`src/rtl/riscv_types.sv`:
```
// Shared integer-divide types: operation encoding, FSM state and the
// INT_MIN helper.
package riscv_types;

  localparam int MAX_W = 128;

  typedef enum logic [1:0] {
    OP_DIV  = 2'd0,
    OP_DIVU = 2'd1,
    OP_REM  = 2'd2,
    OP_REMU = 2'd3
  } div_op_t;

  typedef enum logic [1:0] {
    S_IDLE = 2'd0,
    S_CALC = 2'd1,
    S_FIX  = 2'd2,
    S_DONE = 2'd3
  } div_state_t;

  // Most negative two's-complement value for a w-bit word (caller truncates).
  function automatic logic [MAX_W-1:0] int_min(input int w);
    return {{(MAX_W-1){1'b0}}, 1'b1} << (w - 1);
  endfunction

  function automatic logic is_signed_op(input div_op_t op);
    return (op == OP_DIV) || (op == OP_REM);
  endfunction

  function automatic logic is_rem_op(input div_op_t op);
    return (op == OP_REM) || (op == OP_REMU);
  endfunction

endpackage

```
`src/rtl/int_div_step.sv`:
```
// Combinational restoring-division slice retiring STEP quotient bits.
// Partial remainder is always below the divisor, so it fits in WIDTH bits.
module int_div_step #(
  parameter int WIDTH = 32,
  parameter int STEP  = 1
) (
  input  logic [WIDTH-1:0] rem_i,
  input  logic [WIDTH-1:0] quo_i,
  input  logic [WIDTH-1:0] div_i,
  output logic [WIDTH-1:0] rem_o,
  output logic [WIDTH-1:0] quo_o
);

  logic [WIDTH-1:0] rem_s [STEP+1];
  logic [WIDTH-1:0] quo_s [STEP+1];

  assign rem_s[0] = rem_i;
  assign quo_s[0] = quo_i;

  for (genvar gi = 0; gi < STEP; gi++) begin : g_bit
    logic [WIDTH:0] shifted;
    logic [WIDTH:0] diff;
    assign shifted = {rem_s[gi], quo_s[gi][WIDTH-1]};
    // diff[WIDTH] set means the trial subtraction borrowed: restore.
    assign diff = shifted - {1'b0, div_i};
    assign rem_s[gi+1] = diff[WIDTH] ? {rem_s[gi][WIDTH-2:0], quo_s[gi][WIDTH-1]}
                                     : diff[WIDTH-1:0];
    assign quo_s[gi+1] = {quo_s[gi][WIDTH-2:0], ~diff[WIDTH]};
  end

  assign rem_o = rem_s[STEP];
  assign quo_o = quo_s[STEP];

endmodule

```
`src/rtl/int_div_rem_mc.sv`:
```
// Multi-cycle integer divide/remainder unit (DIV/DIVU/REM/REMU).
// Optional result cache enabled by macro INT_DIV_RESULT_CACHE_EN.
module int_div_rem_mc
  import riscv_types::*;
#(
  parameter int WIDTH = 32,
  parameter int STEP  = 1,
  parameter int TAG_W = 5
) (
  input  logic             clk,
  input  logic             rst,
  input  logic             flush,
  input  logic             in_valid,
  output logic             in_ready,
  input  div_op_t          op,
  input  logic [WIDTH-1:0] a,
  input  logic [WIDTH-1:0] b,
  input  logic [TAG_W-1:0] in_tag,
  output logic             out_valid,
  input  logic             out_ready,
  output logic [WIDTH-1:0] result,
  output logic [TAG_W-1:0] out_tag,
  output logic             out_dbz,
  output logic             out_ovf,
  output logic [TAG_W-1:0] busy_tag
);

  localparam int N = WIDTH / STEP;
  localparam int CNT_W = $clog2(N + 1);
  localparam logic [CNT_W-1:0] LAST_CNT = CNT_W'(N - 1);
  localparam logic [WIDTH-1:0] INT_MIN_C = WIDTH'(int_min(WIDTH));

  if (((WIDTH % STEP) != 0) || !((STEP == 1) || (STEP == 2) || (STEP == 4))) begin : g_bad_step
    $error("int_div_rem_mc: STEP must be 1, 2 or 4 and divide WIDTH");
  end

  div_state_t state_q, state_d;

  logic [WIDTH-1:0] rem_q, quo_q, div_q, res_q;
  logic [WIDTH-1:0] rem_nx, quo_nx;
  logic [CNT_W-1:0] cnt_q;
  logic [TAG_W-1:0] tag_q;
  logic             rem_op_q, q_neg_q, r_neg_q, dbz_q, ovf_q;

  logic             accept, a_neg, b_neg, dbz, ovf, hit;
  logic [WIDTH-1:0] a_abs, b_abs, hit_res, rem_fix, quo_fix;

  assign accept = in_valid && (state_q == S_IDLE) && !flush;
  assign a_neg  = is_signed_op(op) && a[WIDTH-1];
  assign b_neg  = is_signed_op(op) && b[WIDTH-1];
  assign a_abs  = a_neg ? -a : a;
  assign b_abs  = b_neg ? -b : b;
  assign dbz    = (b == '0);
  assign ovf    = is_signed_op(op) && (a == INT_MIN_C) && (b == '1);

  // Remainder follows the dividend's sign; quotient is negative on sign mismatch.
  assign rem_fix = r_neg_q ? -rem_q : rem_q;
  assign quo_fix = q_neg_q ? -quo_q : quo_q;

  int_div_step #(
    .WIDTH(WIDTH),
    .STEP (STEP)
  ) u_step (
    .rem_i(rem_q),
    .quo_i(quo_q),
    .div_i(div_q),
    .rem_o(rem_nx),
    .quo_o(quo_nx)
  );

  always_ff @(posedge clk or posedge rst) begin
    if (rst) state_q <= S_IDLE;
    else     state_q <= state_d;
  end

  always_comb begin
    state_d = state_q;
    case (state_q)
      S_IDLE:  if (accept) state_d = (dbz || ovf || hit) ? S_DONE : S_CALC;
      S_CALC:  if (cnt_q == LAST_CNT) state_d = S_FIX;
      S_FIX:   state_d = S_DONE;
      S_DONE:  if (out_ready) state_d = S_IDLE;
      default: state_d = S_IDLE;
    endcase
    if (flush) state_d = S_IDLE;
  end

  always_comb begin
    in_ready  = (state_q == S_IDLE);
    out_valid = (state_q == S_DONE);
    busy_tag  = (state_q == S_IDLE) ? '0 : tag_q;
    result    = res_q;
    out_tag   = tag_q;
    out_dbz   = dbz_q;
    out_ovf   = ovf_q;
  end

  always_ff @(posedge clk or posedge rst) begin
    if (rst) begin
      rem_q    <= '0;
      quo_q    <= '0;
      div_q    <= '0;
      res_q    <= '0;
      cnt_q    <= '0;
      tag_q    <= '0;
      rem_op_q <= 1'b0;
      q_neg_q  <= 1'b0;
      r_neg_q  <= 1'b0;
      dbz_q    <= 1'b0;
      ovf_q    <= 1'b0;
    end else begin
      if (accept) begin
        tag_q    <= in_tag;
        rem_op_q <= is_rem_op(op);
        q_neg_q  <= a_neg ^ b_neg;
        r_neg_q  <= a_neg;
        rem_q    <= '0;
        quo_q    <= a_abs;
        div_q    <= b_abs;
        cnt_q    <= '0;
        dbz_q    <= dbz;
        ovf_q    <= ovf;
        if (dbz)      res_q <= is_rem_op(op) ? a : '1;
        else if (ovf) res_q <= is_rem_op(op) ? '0 : INT_MIN_C;
        else if (hit) res_q <= hit_res;
      end
      if (state_q == S_CALC) begin
        rem_q <= rem_nx;
        quo_q <= quo_nx;
        cnt_q <= cnt_q + 1'b1;
      end
      if (state_q == S_FIX) res_q <= rem_op_q ? rem_fix : quo_fix;
    end
  end

`ifdef INT_DIV_RESULT_CACHE_EN
  logic             cache_vld_q, cache_sgn_q, sgn_q;
  logic [WIDTH-1:0] cache_a_q, cache_b_q, cache_quo_q, cache_rem_q, op_a_q, op_b_q;

  assign hit = cache_vld_q && (cache_a_q == a) && (cache_b_q == b) &&
               (cache_sgn_q == is_signed_op(op));
  assign hit_res = is_rem_op(op) ? cache_rem_q : cache_quo_q;

  // Both quotient and remainder are captured so either op can hit.
  always_ff @(posedge clk or posedge rst) begin
    if (rst) begin
      cache_vld_q <= 1'b0;
      cache_sgn_q <= 1'b0;
      sgn_q       <= 1'b0;
      cache_a_q   <= '0;
      cache_b_q   <= '0;
      cache_quo_q <= '0;
      cache_rem_q <= '0;
      op_a_q      <= '0;
      op_b_q      <= '0;
    end else begin
      if (accept) begin
        op_a_q <= a;
        op_b_q <= b;
        sgn_q  <= is_signed_op(op);
      end
      if (state_q == S_FIX) begin
        cache_vld_q <= 1'b1;
        cache_a_q   <= op_a_q;
        cache_b_q   <= op_b_q;
        cache_sgn_q <= sgn_q;
        cache_quo_q <= quo_fix;
        cache_rem_q <= rem_fix;
      end
      if (flush) cache_vld_q <= 1'b0;
    end
  end
`else
  assign hit     = 1'b0;
  assign hit_res = '0;
`endif

endmodule

```
`config.mk`:
```
export PLATFORM = sky130hd
export DESIGN_NAME = int_div_rem_mc
export DESIGN_NICKNAME = d
export VERILOG_FILES = /design/src/rtl/riscv_types.sv /design/src/rtl/int_div_step.sv /design/src/rtl/int_div_rem_mc.sv
export SDC_FILE = /design/constraint.sdc
export NUM_CORES = 1
export LEC_CHECK = 0
export CAP_MARGIN = 10
export CORE_ASPECT_RATIO = 1.5
export CORE_MARGIN = 2
export CORE_UTILIZATION = 46
export CTS_CLUSTER_DIAMETER = 200
export DETAILED_ROUTE_END_ITERATION = 10
export PLACE_DENSITY = 0.7
export SLEW_MARGIN = 20
export SYNTH_ARGS = -nofsm -noshare
export SYNTH_HDL_FRONTEND = slang
export SYNTH_SLANG_ARGS = --single-unit
```
`constraint.sdc`:
```
create_clock -name clk -period 5 [get_ports clk]
set_input_delay 1 -clock clk [delete_from_list [all_inputs] [get_ports clk]]
set_output_delay 1 -clock clk [all_outputs]
set_load 0.005 [all_outputs]
```
==> impl.org <==
** Status
- The run finished with clean final reports.

** STA
- Pins Over Slew Limit :: 0
- PnR worst setup slack :: 0.9647 ns
- Post-Route Setup TNS :: 0 ns
- Setup repair after global routing left no endpoint under its margin.
- Between clock sinks in the finished design, the worst skew comes to 0.007899 ns.
- The clock period could shrink to 4.035 ns.
- Headroom to the max-slew limit came out at 0.3170.
- Static timing analysis puts the maximum clock frequency at 0.2478 GHz.
- The final number of hold-violating endpoints came to 0.
- Portion of the clock cycle consumed by the worst path in the final layout :: 0.8071
- Setup violations remaining at the end of the flow were counted as 0.
- Transition time at the pin with the least slew margin :: 1.024 ns

** Clock network
- The clock drives 146 sinks.
- TritonCTS built the clock tree.
- Buffers inserted to repair hold after CTS numbered 0.
- In this run the deepest clock path goes through 2 buffers.
- Clk pin slew, worst setup/hold paths :: 0.06 ns
- The H-tree was split into 4 levels.
- Setup fix buffers added after clock tree synthesis :: 0
- Gates resized during post-CTS repair numbered 0.
- Num CTS Buffers :: 17
- Clock Root Buffer :: clkbuf_16
- The later pin in the worst-skew pair is clocked with a latency of 0.44 ns.

** Route
- 1st-pass router iterations :: 5
- Detailed routing inserted a total of 10680 vias.
- Wire length on met2 :: 16.29 mm
- After detailed routing, the number of remaining DRC violations is 0.
- Top sig layer :: met4
- Wire length on met1 :: 13.56 mm
- Number of antenna-violating nets in the routed design :: 0
- Iteration-0 DRC Markers :: 939
- Final routed wirelength across all metal layers :: 32.39 mm
- Dividing the detail-routed via count by the number of cells gives 5.872.
- Routed wirelength normalized by instance count :: 17.81 um
- The routed design uses 1.442 mm of met3 wire.

** Finish
- The repair_antennas step left the layout with diodes totalling 0.
- Top library cells by usage in the layout, fill and taps aside :: 198 x nand2_1, 146 x dfrtp_1, 135 x o21ai_0
- At the end of the flow the core is filled with cells to 0.5541.
- Net count reported at finish :: 1601
- Area delta synth->final :: 17.94%
- The library cell used most frequently in the layout, excluding fill and tap cells, is nand2_1.
- In the final layout, the share of cells above drive strength 1 is 0.06020.

** Synth
- Yosys mapped a number of flops with a built-in enable equal to 0.
- Yosys mapped the design onto 79 distinct sky130hd cell types.
- Most used flip-flop cell after synthesis :: dfrtp_1
- Of all flip-flops after synthesis, the portion carrying an async set or reset was 1.000.
- Synthesis inferred 146 register bits.
- Yosys synthesis warning count :: 0
- After synthesis, the mean cell area works out to 8.177 um2.
- Of the synthesized area, sequential elements account for 0.3182.
- The cell count after synthesis came out at 1404.
- Synth Cell Area :: 11480 um2
- Synth Net Count :: 1523

** Placed design
- DP HPWL :: 23.78 mm
- Placer Congestion :: 0.9467
- Count of port buffers added during placement :: 121
- OpenSTA, run right after detailed placement, puts the worst setup slack at 0.9132 ns.

** Worst setup path
- Data arrives at the worst endpoint at 4.38 ns.
- The largest individual stage delay along the critical path comes from the cell a211oi_1.
- Kind of critical path :: reg -> reg
- Number of buffers and inverters on the critical path :: 2
- Kind of capture point of the worst setup path :: flip-flop
- Delay of the slowest cell on the worst path :: 0.48 ns
- Worst EP required :: 5.34 ns
- Largest fanout of any net on the critical path :: 33
- On the critical path the largest part of the delay comes from compound AO/OA/AOI/OAI gates.
- Walking the worst path, the cells encountered are inv_1, ha_1, fa_1, nand2b_1, a211oi_1, o21ai_1, a211oi_2, or3_1, and4_1, buf_12, nand2_1, o221ai_1.
- CP startpoint kind :: flip-flop

** Power
- Pwr dens :: 650.7 nW/um2
- Of the total power, combinational logic draws 0.581.
- Proportion of total power due to net switching :: 0.4536
- The share of total power dissipated in the clock network is 0.152.
- Summed over all cells, the static leakage comes to 5.545 nW.
- Across the VDD grid, the largest voltage drop is 294.6 uV.
- For this design the total switching power over the nets is 0.003996 W.
- Sequential group share of total power :: 0.268
- Internal power of the cells :: 0.004814 W

** Floorplanning
- I/O pin cnt :: 122
- The floorplan has 70 rows.
- Vertical extent of the die :: 197.5 um
- The die covers 26260 um2.
- In this run the standard cell core region covers 24440 um2.
- For this configuration, the core starts out at a cell density of 0.4698.
- Measured along the x axis, the die boundary spans 133.0 um.

** GRT
- Total routing resource utilization after global routing :: 0.2505
- Maximum number of pins on one net before global-route repair :: 98
- The total overflow left after global routing is 0.
- The first global-routing pass estimated 52.74 mm of wire.
- Initial antenna violation count :: 0
- Via count of the first global-routing pass :: 10050

** Flow run
- The tool flagged a number of max-cap violations equal to 0.

** Min path
- The min-delay analysis places its worst path in the category reg -> reg.
[state kept, by name, indices dropped and copies added, names as in the netlist]
name,cells
div_q,32
quo_q,32
rem_q,32
result,32
cnt_q,6
out_tag,5
state_q,2
out_dbz,1
out_ovf,1
q_neg_q,1
r_neg_q,1
rem_op_q,1
[path summary, 6_finish.rpt]
check	startpoint	end	slack [ns]	depth (start not counted)
worst min-delay path	div_q[5]	div_q[5]	0.48	2
max in group asynchronous	rst	quo_q[27]	3.01	3
worst min register to register	div_q[5]	div_q[5]	0.48	2
worst max-delay path	quo_q[31]	rem_q[31]	0.96	12
min in group asynchronous	rst	rem_q[1]	1.09	2
worst max register to register	quo_q[31]	rem_q[31]	0.96	12
[kinds of logic after synthesis]
logic type	count (synthesis)	share of synthesized area
AND/OR/NAND/NOR	465	0.2058
AO/OA/AOI/OAI	431	0.2340
flip-flops	146	0.3182
XOR/XNOR	134	0.1022
multiplexers	50	0.04370
adder cells (fa/ha/maj)	43	0.04751
buffers and inverters	135	0.04860
[worst register-to-register path, stage by stage (launching register included)]
cell	delay (ns)
dfrtp_1	0.36
inv_1	0.14
ha_1	0.27
fa_1	0.41
nand2b_1	0.21
a211oi_1	0.48
o21ai_1	0.26
a211oi_2	0.40
or3_1	0.18
and4_1	0.47
buf_12	0.28
nand2_1	0.20
o221ai_1	0.29
[synthesized netlist by cell type (all sizes together) (8+ instances only)]
cell    number  area [um2]
nor4        15       175.2
or4         10       90.08
a22o         8       70.07
o31ai       32       259.0
or2          9       58.81
nand2      198       743.2
nand3       14       75.07
nor2b       17       106.4
ha          42       525.5
nor2        89       341.6
nand2b      25       161.4
buf         17       115.1
o221ai       8       76.32
mux2i       49       490.5
clkbuf      61       229.0
a21oi      112       560.5
o211ai      15       112.6
nor3        22       131.4
or3         21       136.4
a31oi       14       87.58
o21ai      145       737.0
o22ai       10       62.56
xor2        74       648.1
a211oi      15       117.6
xnor2       60       525.5
nand4       19       118.9
a21o        21       157.7
inv         57       214.0
dfrtp      146        3654
o41ai       15       131.4
[power groups by stage]
stage / combinational [W] / sequential (W) / clock, W
floorplan: 0.00392 / 0.00211 / 0
global route: 0.00567 / 0.00244 / 0.00140
CTS: 0.00509 / 0.00234 / 0.00135
detailed placement: 0.00506 / 0.00235 / 0
global placement: 0.00497 / 0.00234 / 0
finish: 0.00512 / 0.00236 / 0.00134
[per-layer routing]
| metal | vias up | track usage |
|---|---|---|
| li1 | 5187 | - |
| met1 | 5073 | 0.3137 |
| met2 | 346 | 0.4375 |
| met3 | 75 | 0.02925 |
| met4 | 0 | 0.1027 |
| met5 | - | 0 |
[cell type report]
type / count / area [um2]
clock inverters: 10 / 122.6
inverters: 57 / 219.0
well taps: 324 / 405.4
multi-input cells: 1123 / 7289
clock buffers: 22 / 494.2
repair buffers: 137 / 1356
fillers: 2279 / 10900
flip-flops and latches: 146 / 3654
[stage by stage]
| step | instance area [um2] | std cells | total power [W] | hold WS, ns |
|---|---|---|---|---|
| 6_report | 13540 | 1819 | 0.008810 | 0.4752 |
| 3_5_place_dp | 12920 | 1787 | 0.007415 | 0.4678 |
| 2_1_floorplan | 11480 | 1404 | 0.006028 | 0.4418 |
| 5_1_grt | 13540 | 1819 | 0.009509 | 0.4962 |
| 3_3_place_gp | 12920 | 1787 | 0.007308 | 0.4608 |
| 4_1_cts | 13540 | 1819 | 0.008785 | 0.4816 |
(Power assumes the default switching activity.)
